`src/rtl/gearbox_tx_pkg.sv`:
```
// Shared gearbox constants, sync-header values and the tx operation decode type.
// Also used by the Rx gearbox; only HEAD_W=2 and DATA_W=64 are supported.
package gearbox_tx_pkg;

    localparam int HEAD_W  = 2;
    localparam int DATA_W  = 64;
    localparam int BLOCK_W = 66;
    localparam int SEQ_W   = 6;

    localparam logic [SEQ_W-1:0]  SEQ_DRAIN = 6'd32;
    localparam logic [HEAD_W-1:0] SYNC_DATA = 2'b10;
    localparam logic [HEAD_W-1:0] SYNC_CTRL = 2'b01;

    typedef enum logic [1:0] {
        OP_STALL  = 2'd0,
        OP_ACCEPT = 2'd1,
        OP_DRAIN  = 2'd2
    } op_e;

    function automatic logic head_ok(input logic [HEAD_W-1:0] head);
        return (head == SYNC_DATA) || (head == SYNC_CTRL);
    endfunction

endpackage

```
`src/rtl/gearbox_tx_if.sv`:
```
// Block-in / word-out bundle of the tx gearbox.
// GEARBOX_TX_HEAD_CHECK_EN adds the err_o sync-header error flag.
interface gearbox_tx_if;

    logic                              valid_i;
    logic [gearbox_tx_pkg::HEAD_W-1:0] head_i;
    logic [gearbox_tx_pkg::DATA_W-1:0] data_i;
    logic                              ready_o;
    logic                              valid_o;
    logic [gearbox_tx_pkg::DATA_W-1:0] data_o;
`ifdef GEARBOX_TX_HEAD_CHECK_EN
    logic                              err_o;

    modport master (output valid_i, head_i, data_i,
                    input  ready_o, valid_o, data_o, err_o);
    modport slave  (input  valid_i, head_i, data_i,
                    output ready_o, valid_o, data_o, err_o);
`else
    modport master (output valid_i, head_i, data_i,
                    input  ready_o, valid_o, data_o);
    modport slave  (input  valid_i, head_i, data_i,
                    output ready_o, valid_o, data_o);
`endif

endinterface

```
`src/rtl/gearbox_tx_shift.sv`:
```
// Combinational shift/mask datapath: merges the residual with the incoming block
// into the next PMA word and extracts the new residual.
module gearbox_tx_shift
    import gearbox_tx_pkg::*;
(
    input  logic [SEQ_W-1:0]   seq,
    input  logic [BLOCK_W-1:0] blk,
    input  logic [DATA_W-1:0]  res,
    output logic [DATA_W-1:0]  word,
    output logic [DATA_W-1:0]  res_nxt
);

    logic [6:0]        sh_s;
    logic [6:0]        rsh_s;
    logic [7:0]        keep_sh_s;
    logic [DATA_W-1:0] blk_shl_s;
    logic [DATA_W-1:0] blk_shr_s;
    logic [DATA_W-1:0] low_mask_s;
    logic [DATA_W-1:0] keep_mask_s;

    // Residual occupies 2*seq bits; masks keep stale upper residual bits out of the word.
    always_comb begin
        sh_s        = {seq, 1'b0};
        rsh_s       = 7'd64 - sh_s;
        keep_sh_s   = {1'b0, sh_s} + 8'd2;
        blk_shl_s   = blk[DATA_W-1:0] << sh_s;
        blk_shr_s   = DATA_W'(blk >> rsh_s);
        low_mask_s  = ~({DATA_W{1'b1}} << sh_s);
        keep_mask_s = ~({DATA_W{1'b1}} << keep_sh_s);
        if (seq >= SEQ_DRAIN) begin
            word    = res;
            res_nxt = {DATA_W{1'b0}};
        end else begin
            word    = blk_shl_s | (res & low_mask_s);
            res_nxt = blk_shr_s & keep_mask_s;
        end
    end

endmodule

```
`src/rtl/gearbox_tx.sv`:
```
// 66b -> 64b tx gearbox: 32 accepted blocks plus one drain cycle yield 33 PMA words.
// Define GEARBOX_TX_HEAD_CHECK_EN to add the registered err_o invalid-header flag.
module gearbox_tx
    import gearbox_tx_pkg::*;
(
    input  logic         clk,
    input  logic         nreset,
    gearbox_tx_if.slave  bus
);

    logic [SEQ_W-1:0]   seq_r;
    logic [SEQ_W-1:0]   seq_nxt_s;
    logic [DATA_W-1:0]  res_r;
    logic [DATA_W-1:0]  res_nxt_s;
    logic [DATA_W-1:0]  res_shift_s;
    logic [DATA_W-1:0]  word_s;
    logic [DATA_W-1:0]  data_r;
    logic [DATA_W-1:0]  data_nxt_s;
    logic               valid_r;
    logic               valid_nxt_s;
    logic               ready_s;
    logic [BLOCK_W-1:0] blk_s;
    op_e                op_s;
`ifdef GEARBOX_TX_HEAD_CHECK_EN
    logic               err_r;
    logic               err_nxt_s;
`endif

    assign ready_s = (seq_r != SEQ_DRAIN);
    assign blk_s   = {bus.data_i, bus.head_i};

    gearbox_tx_shift u_shift (
        .seq     (seq_r),
        .blk     (blk_s),
        .res     (res_r),
        .word    (word_s),
        .res_nxt (res_shift_s)
    );

    // Operation decode and next-state; a drain cycle ignores valid_i entirely.
    always_comb begin
        op_s        = OP_STALL;
        seq_nxt_s   = seq_r;
        res_nxt_s   = res_r;
        valid_nxt_s = 1'b0;
        data_nxt_s  = data_r;
        if (!ready_s) begin
            op_s = OP_DRAIN;
        end else if (bus.valid_i) begin
            op_s = OP_ACCEPT;
        end else begin
            op_s = OP_STALL;
        end
        case (op_s)
            OP_ACCEPT: begin
                seq_nxt_s   = seq_r + 6'd1;
                res_nxt_s   = res_shift_s;
                valid_nxt_s = 1'b1;
                data_nxt_s  = word_s;
            end
            OP_DRAIN: begin
                seq_nxt_s   = 6'd0;
                res_nxt_s   = res_shift_s;
                valid_nxt_s = 1'b1;
                data_nxt_s  = word_s;
            end
            default: begin
                seq_nxt_s   = seq_r;
                res_nxt_s   = res_r;
                valid_nxt_s = 1'b0;
                data_nxt_s  = data_r;
            end
        endcase
    end

`ifdef GEARBOX_TX_HEAD_CHECK_EN
    // Flag accepted blocks whose sync header is neither data nor control.
    always_comb begin
        if (op_s == OP_ACCEPT) begin
            err_nxt_s = !head_ok(bus.head_i);
        end else begin
            err_nxt_s = 1'b0;
        end
    end
`endif

    // State and output registers; reset drops any residual so the next block starts aligned.
    always_ff @(posedge clk) begin
        if (!nreset) begin
            seq_r   <= 6'd0;
            res_r   <= {DATA_W{1'b0}};
            valid_r <= 1'b0;
            data_r  <= {DATA_W{1'b0}};
`ifdef GEARBOX_TX_HEAD_CHECK_EN
            err_r   <= 1'b0;
`endif
        end else begin
            seq_r   <= seq_nxt_s;
            res_r   <= res_nxt_s;
            valid_r <= valid_nxt_s;
            data_r  <= data_nxt_s;
`ifdef GEARBOX_TX_HEAD_CHECK_EN
            err_r   <= err_nxt_s;
`endif
        end
    end

    assign bus.ready_o = ready_s;
    assign bus.valid_o = valid_r;
    assign bus.data_o  = data_r;
`ifdef GEARBOX_TX_HEAD_CHECK_EN
    assign bus.err_o   = err_r;
`endif

endmodule

```
`src/flat_wrapper.sv`:
```
// flat-port wrapper written by rule: the top's interface ports become plain ports
module gearbox_tx_flat import gearbox_tx_pkg::*;
  (clk, nreset, bus_valid_i, bus_head_i, bus_data_i, bus_ready_o, bus_valid_o, bus_data_o);
  gearbox_tx_if bus_i ();
  input  logic clk;
  input  logic nreset;
  input wire logic [$bits(bus_i.valid_i)-1:0] bus_valid_i;
  input wire logic [$bits(bus_i.head_i)-1:0] bus_head_i;
  input wire logic [$bits(bus_i.data_i)-1:0] bus_data_i;
  output wire logic [$bits(bus_i.ready_o)-1:0] bus_ready_o;
  output wire logic [$bits(bus_i.valid_o)-1:0] bus_valid_o;
  output wire logic [$bits(bus_i.data_o)-1:0] bus_data_o;
  assign bus_i.valid_i = bus_valid_i;
  assign bus_i.head_i = bus_head_i;
  assign bus_i.data_i = bus_data_i;
  assign bus_ready_o = bus_i.ready_o;
  assign bus_valid_o = bus_i.valid_o;
  assign bus_data_o = bus_i.data_o;
  gearbox_tx u_core (.clk(clk), .nreset(nreset), .bus(bus_i));
endmodule
```
`config.mk`:
```
export PLATFORM = sky130hd
export DESIGN_NAME = gearbox_tx_flat
export DESIGN_NICKNAME = d
export VERILOG_FILES = /design/src/rtl/gearbox_tx_pkg.sv /design/src/rtl/gearbox_tx_if.sv /design/src/rtl/gearbox_tx_shift.sv /design/src/rtl/gearbox_tx.sv /design/src/flat_wrapper.sv
export SDC_FILE = /design/constraint.sdc
export NUM_CORES = 1
export LEC_CHECK = 0
export CORE_ASPECT_RATIO = 1.75
export CORE_MARGIN = 3
export CORE_UTILIZATION = 24
export CTS_CLUSTER_SIZE = 16
export DETAILED_ROUTE_END_ITERATION = 7
export DONT_BUFFER_PORTS = 1
export GPL_TIMING_DRIVEN = 0
export PLACE_DENSITY = 0.46
export RECOVER_POWER = 100
export SLEW_MARGIN = 40
export SYNTH_ARGS = -nofsm -noshare
export SYNTH_HDL_FRONTEND = slang
export SYNTH_SLANG_ARGS = --single-unit
```
`constraint.sdc`:
```
create_clock -name clk -period 10.7 [get_ports clk]
set_input_delay 2.14 -clock clk [delete_from_list [all_inputs] [get_ports clk]]
set_output_delay 2.14 -clock clk [all_outputs]
set_load 0.05 [all_outputs]
```
; ---- Yosys cells after proc, flatten, opt, wreduce, memory -nomap -nowiden
; Index checks and enable logic that the tools add are counted.
[classes]
reduce_logical = 2
bitwise = 5
shifts = 4
n_mux = 6
eq_ne = 3
n_addsub = 3
order_cmp = 1
[ops]
columns = operator, count
row1 = 64-bit bitwise AND, 2
row2 = 64-bit two-way mux, 2
row3 = 64-bit inverter, 2
row4 = 66-bit by 7-bit >> shifter with 64-bit output, 1
row5 = 64-bit bitwise OR, 1
row6 = 64-bit by 7-bit << shifter with 64-bit output, 1
row7 = "64-bit by 7-bit << shifter with 64-bit output, first input constant", 1
row8 = "64-bit by 8-bit << shifter with 64-bit output, first input constant", 1
row9 = 6-bit case mux with 2 select lines, 1
row10 = "7-bit by 2-bit adder with 8-bit output, second input constant", 1
row11 = "7-bit subtractor, first input constant", 1
row12 = "6-bit by 1-bit adder with 6-bit output, second input constant", 1
row13 = "6-bit >= comparator, second input constant", 1
row14 = "6-bit inequality test, second input constant", 1
row15 = "2-bit by 1-bit equality test with 1-bit output, second input constant", 1
row16 = "2-bit equality test, second input constant", 1
row17 = 1-bit two-way mux, 2
row18 = 2-bit two-way mux, 1
row19 = 2-bit nonzero test, 1
row20 = 2-bit OR reduction, 1
[word_totals]
word_cells = 28
input_bits = 69
register_bits = 135
output_inout_bits = 66

; ---- Logic depth before layout (Yosys ltp)
[depth]
ltp_word = 5
mapped_depth = 17
ltp_nobuf = 9

; ---- Cells and area by module
; From an unflattened synthesis, not the netlist that was laid out.
[unflattened]
hier_cells = 2023
hier_area_um2 = 16042.9
[modules_own_cells]
columns = mod, instances, seq_area_each_um2, cells_per_inst, area_each_um2
row1 = gearbox_tx_shift, 1, 0.0, 1063, 8124.0
row2 = gearbox_tx, 1, 2702.6, 960, 7918.8

; ---- Least setup slack after synthesis
; OpenSTA, ideal clock, no wires.
[synth_timing]
path_kind = register to output
from = register u_core.seq_r[0]
to = output port bus_ready_o
path_slack_ps = 6307
n_path_buf = 5
arrival_ps = 2253
path_stages_with_launch = 10
required_ps = 8560
path_cell_list = dfxtp_1 -> buf_6 -> buf_8 -> inv_2 -> buf_4 -> buf_2 -> buf_2 -> ha_1 -> nor4b_2 -> nand2_1
[synth_via]
elab_chain_len = 1
[synth_lines]
columns = item, line_no
row1 = start: declaration, gearbox_tx.sv:11  ; logic [SEQ_W-1:0] seq_r;
row2 = start signal: assignment, gearbox_tx.sv:98  ; seq_r <= seq_nxt_s;
row3 = 6-bit inequality test, gearbox_tx.sv:29  ; assign ready_s = (seq_r != SEQ_DRAIN);
row4 = end: declaration, flat_wrapper.sv:10  ; output wire logic [$bits(bus_i.ready_o)-1:0] bus_ready_o;
; No other way between the ends.

; ---- Worst setup path after layout
; Same ends and word-level chain as after synthesis.

==> results.yml <==
run_status:
  status: "finished, final reports clean"
logic_synthesis:
  syn_avg_cell_area_um2: 8.623
  yosys_warnings: 0
  synth_ff_type: "dfxtp_1"
  synth-async-reset-ratio_pct: 0
  ys_types: 80
  synth_top_cell_by_area: "dfxtp_1"
  netlist_area_mm2: 0.01283
  synth_area_leaders: "dfxtp_1 21%, mux4_2 19%, mux2i_1 9.3%"
  synth_edf_count: 0
  netlist.area_leader.share_pct: 21.06
  synthCells: 1488
  synth_most_common_cell: "nand2_1"
  ys_seq_elements: 135
  syn_nets: 1562
  synthTopCellsByCount: "206 x nand2_1, 136 x o21ai_0, 135 x dfxtp_1"
  yosysSeqAreaShare_pct: 21.06
routing:
  drt_wl_total_um: 92820
  drtIter0Drc: 1809
  post_drt_wl_per_cell_um: 42.17
  num_vias: 14300
  drt_first_pass_iters: 7
  final_antenna_net_count: 0
  post-route-drc-count: 0
  via_per_inst: 6.498
global_routing:
  grt-busiest-layer: "met2"
  grt_usage_pct: 31.68
  grt_use_met1_pct: 33.44
  grt_pass1_vias: 13950
  grt_max_degree: 17
  gr-total-overflow: 0
  met2_usage_pct: 52.87
  grtUsageMet3_pct: 6.224
  grt_first_pass_wirelength_um: 124000
  antenna_found_initial: 2
clock_tree:
  clock_latency_ns: 0.45
  cts.sinks: 135
  clockBufferDepth: 2
  ctsResizeCount: 0
  numCtsBuffers: 17
  cts_hold_buf: 0
  cts-root-buf: "clkbuf_16"
  tritoncts: "built"
  post_cts_buffers: 0
  htree_levels: 4
  cts.clk_slew.worst_paths_ns: 0.08
worst_setup_path:
  cp-start-kind: "flop"
  slowest_delay_ns: 0.95
  cpMostUsedCell: "clkbuf_1"
  cpMaxStageDelayCell: "clkbuf_1"
  critPathKind: "flop to output pin"
  worstPathArrival_ns: 5.95
  end_kind: "output pin"
  path_cells: "clkbuf_1 > buf_8 > inv_1 > clkbuf_1 > clkbuf_1 > clkbuf_1 > ha_1 > nor4b_1 > nand2_1"
  cp_max_fo: 10
  cp_data_required_time_ns: 8.56
cells_and_area:
  fill_cells: 5735
  area_growth_pct: 11.47
  drive_gt1_share_pct: 18.95
  final_nets: 1581
job:
  max_cap_violations: 0
hold_path:
  min_path_type: "flop to flop"
sta:
  finalSetupTns_ns: 0
  slew_viol_final: 0
  rsz0062_at_grt: "no"
  finClkSkew_ns: 0.01726
  tightest_slew_ns: 1.199
  period_share_pct: 75.60
  setup_viol: 0
  finalHoldViolCount: 0
  fin_ws_ns: 2.611
  clock.fmax_ghz: 0.1236
  max-slew-margin-rel_pct: 20.05
  fin_crit_ns: 8.089
floorplan:
  rows: 111
  die_x_um: 180.8
  initial_core_util_pct: 24.38
  die-area_mm2: 0.05638
  die_h_um: 311.9
  core_mm2: 0.05264
  io_pins: 135
placed_design:
  port_buffers: 0
  dp_slack_ns: 5.208
  globalplace.congestion: 1.025
  dpl.hpwl_um: 75980
power:
  ir_drop_uv: 111.0
  p_per_area_mw_per_mm2: 154.5
  p_leak_nw: 5.167
-- worst paths after layout --
| kind | from | endpoint | depth (start not counted) | slack [ns] |
|---|---|---|---|---|
| worst max register to register | u_core.seq_r[0] | u_core.res_r[24] | 16 | 2.81 |
| worst min register to register | u_core.res_r[1] | u_core.res_r[1] | 1 | 0.50 |
| worst min-delay path | u_core.res_r[1] | u_core.res_r[1] | 1 | 0.50 |
| worst max-delay path | u_core.seq_r[0] | bus_ready_o | 9 | 2.61 |
-- report_power, final --
group | switching, mW | internal [mW] | leakage, nW | total (mW)
combinational | 0.630 | 0.322 | 3.76 | 0.952
sequential | 0.0970 | 0.527 | 1.10 | 0.623
clock | 0.280 | 0.355 | 0.299 | 0.635
total | 1.01 | 1.20 | 5.17 | 2.21
-- layer usage --
layer	wire, um	up-vias	part of all wire [%]
met5	0	-	0
met4	10920	0	12
met3	6820	346	7.3
met2	43750	1030	47
met1	31340	7164	34
li1	-	5761	-
-- sequential cells by signal (all words and copies together), names as in the netlist --
register / count
u_core.bus.valid_o: 1
u_core.bus.data_o: 64
u_core.res_r: 64
u_core.seq_r: 6
-- layout make-up --
cell class | instances | area (um^2) | area share, %
tap | 678 | 848.3 | 5.931
multi-input combinational | 1192 | 9334 | 65.26
buffer | 146 | 747.0 | 5.223
clock inverter | 15 | 181.4 | 1.268
antenna | 3 | 7.507 | 0.05249
clock buffer | 17 | 425.4 | 2.974
sequential | 135 | 2703 | 18.90
inverter | 15 | 56.30 | 0.3937
-- cells by family (layout without fill, tap and decap cells) --
group / Yosys count / in the layout / synth area share, %
adder cells (fa/ha/maj): 5 / 5 / 0.4876
AND/OR/NAND/NOR: 435 / 435 / 14.87
AO/OA/AOI/OAI: 473 / 473 / 24.81
flip-flops: 135 / 135 / 21.06
multiplexers: 267 / 267 / 31.57
buffers and inverters: 161 / 193 / 6.377
XOR/XNOR: 12 / 12 / 0.8191
other: 0 / 3 / 0
-- per-stage QoR --
stage                     area, um^2  hold slack, ns  cells  power, mW  utilization [%]
after floorplan                12830          0.4187   1488      1.188                -
after global placement         13680          0.4778   2166      1.563            25.99
after detailed placement       13740          0.4954   2166      1.555            26.10
after CTS                      14340          0.5089   2198      2.184            27.25
after global routing           14300          0.5218   2198      2.254            27.16
final                          14300          0.5041   2201      2.210            27.17
-- placed cells by master, fill, tap and decap left out, drive strengths merged, types with 6 or more instances in the layout --
cell	n
o41ai	6
o21a	8
inv	23
mux2	42
o22ai	10
a2111oi	8
o221a	6
a22o	21
a211o	6
mux2i	119
a31oi	16
o31ai	10
nor2b	8
and2	6
nor3	20
a21o	13
xnor2	11
o21ai	142
a2bb2oi	9
mux4	106
buf	82
nand3	30
nand2	207
a221oi	28
o221ai	8
dfxtp	135
nor2	118
and3	8
clkbuf	81
a211oi	24
a21oi	90
o211ai	30
or3	8
-- worst max-delay path: cells and delay by family, from the launching register on --
| family | cells | cell delay [ns] |
|---|---|---|
| buffers and inverters | 6 | 3.52 |
| and+or+nand+nor | 2 | 1.05 |
| DFF | 1 | 0.45 |
| adders and majority gates | 1 | 0.44 |
No activity file was read; power rests on OpenSTA's default activity.
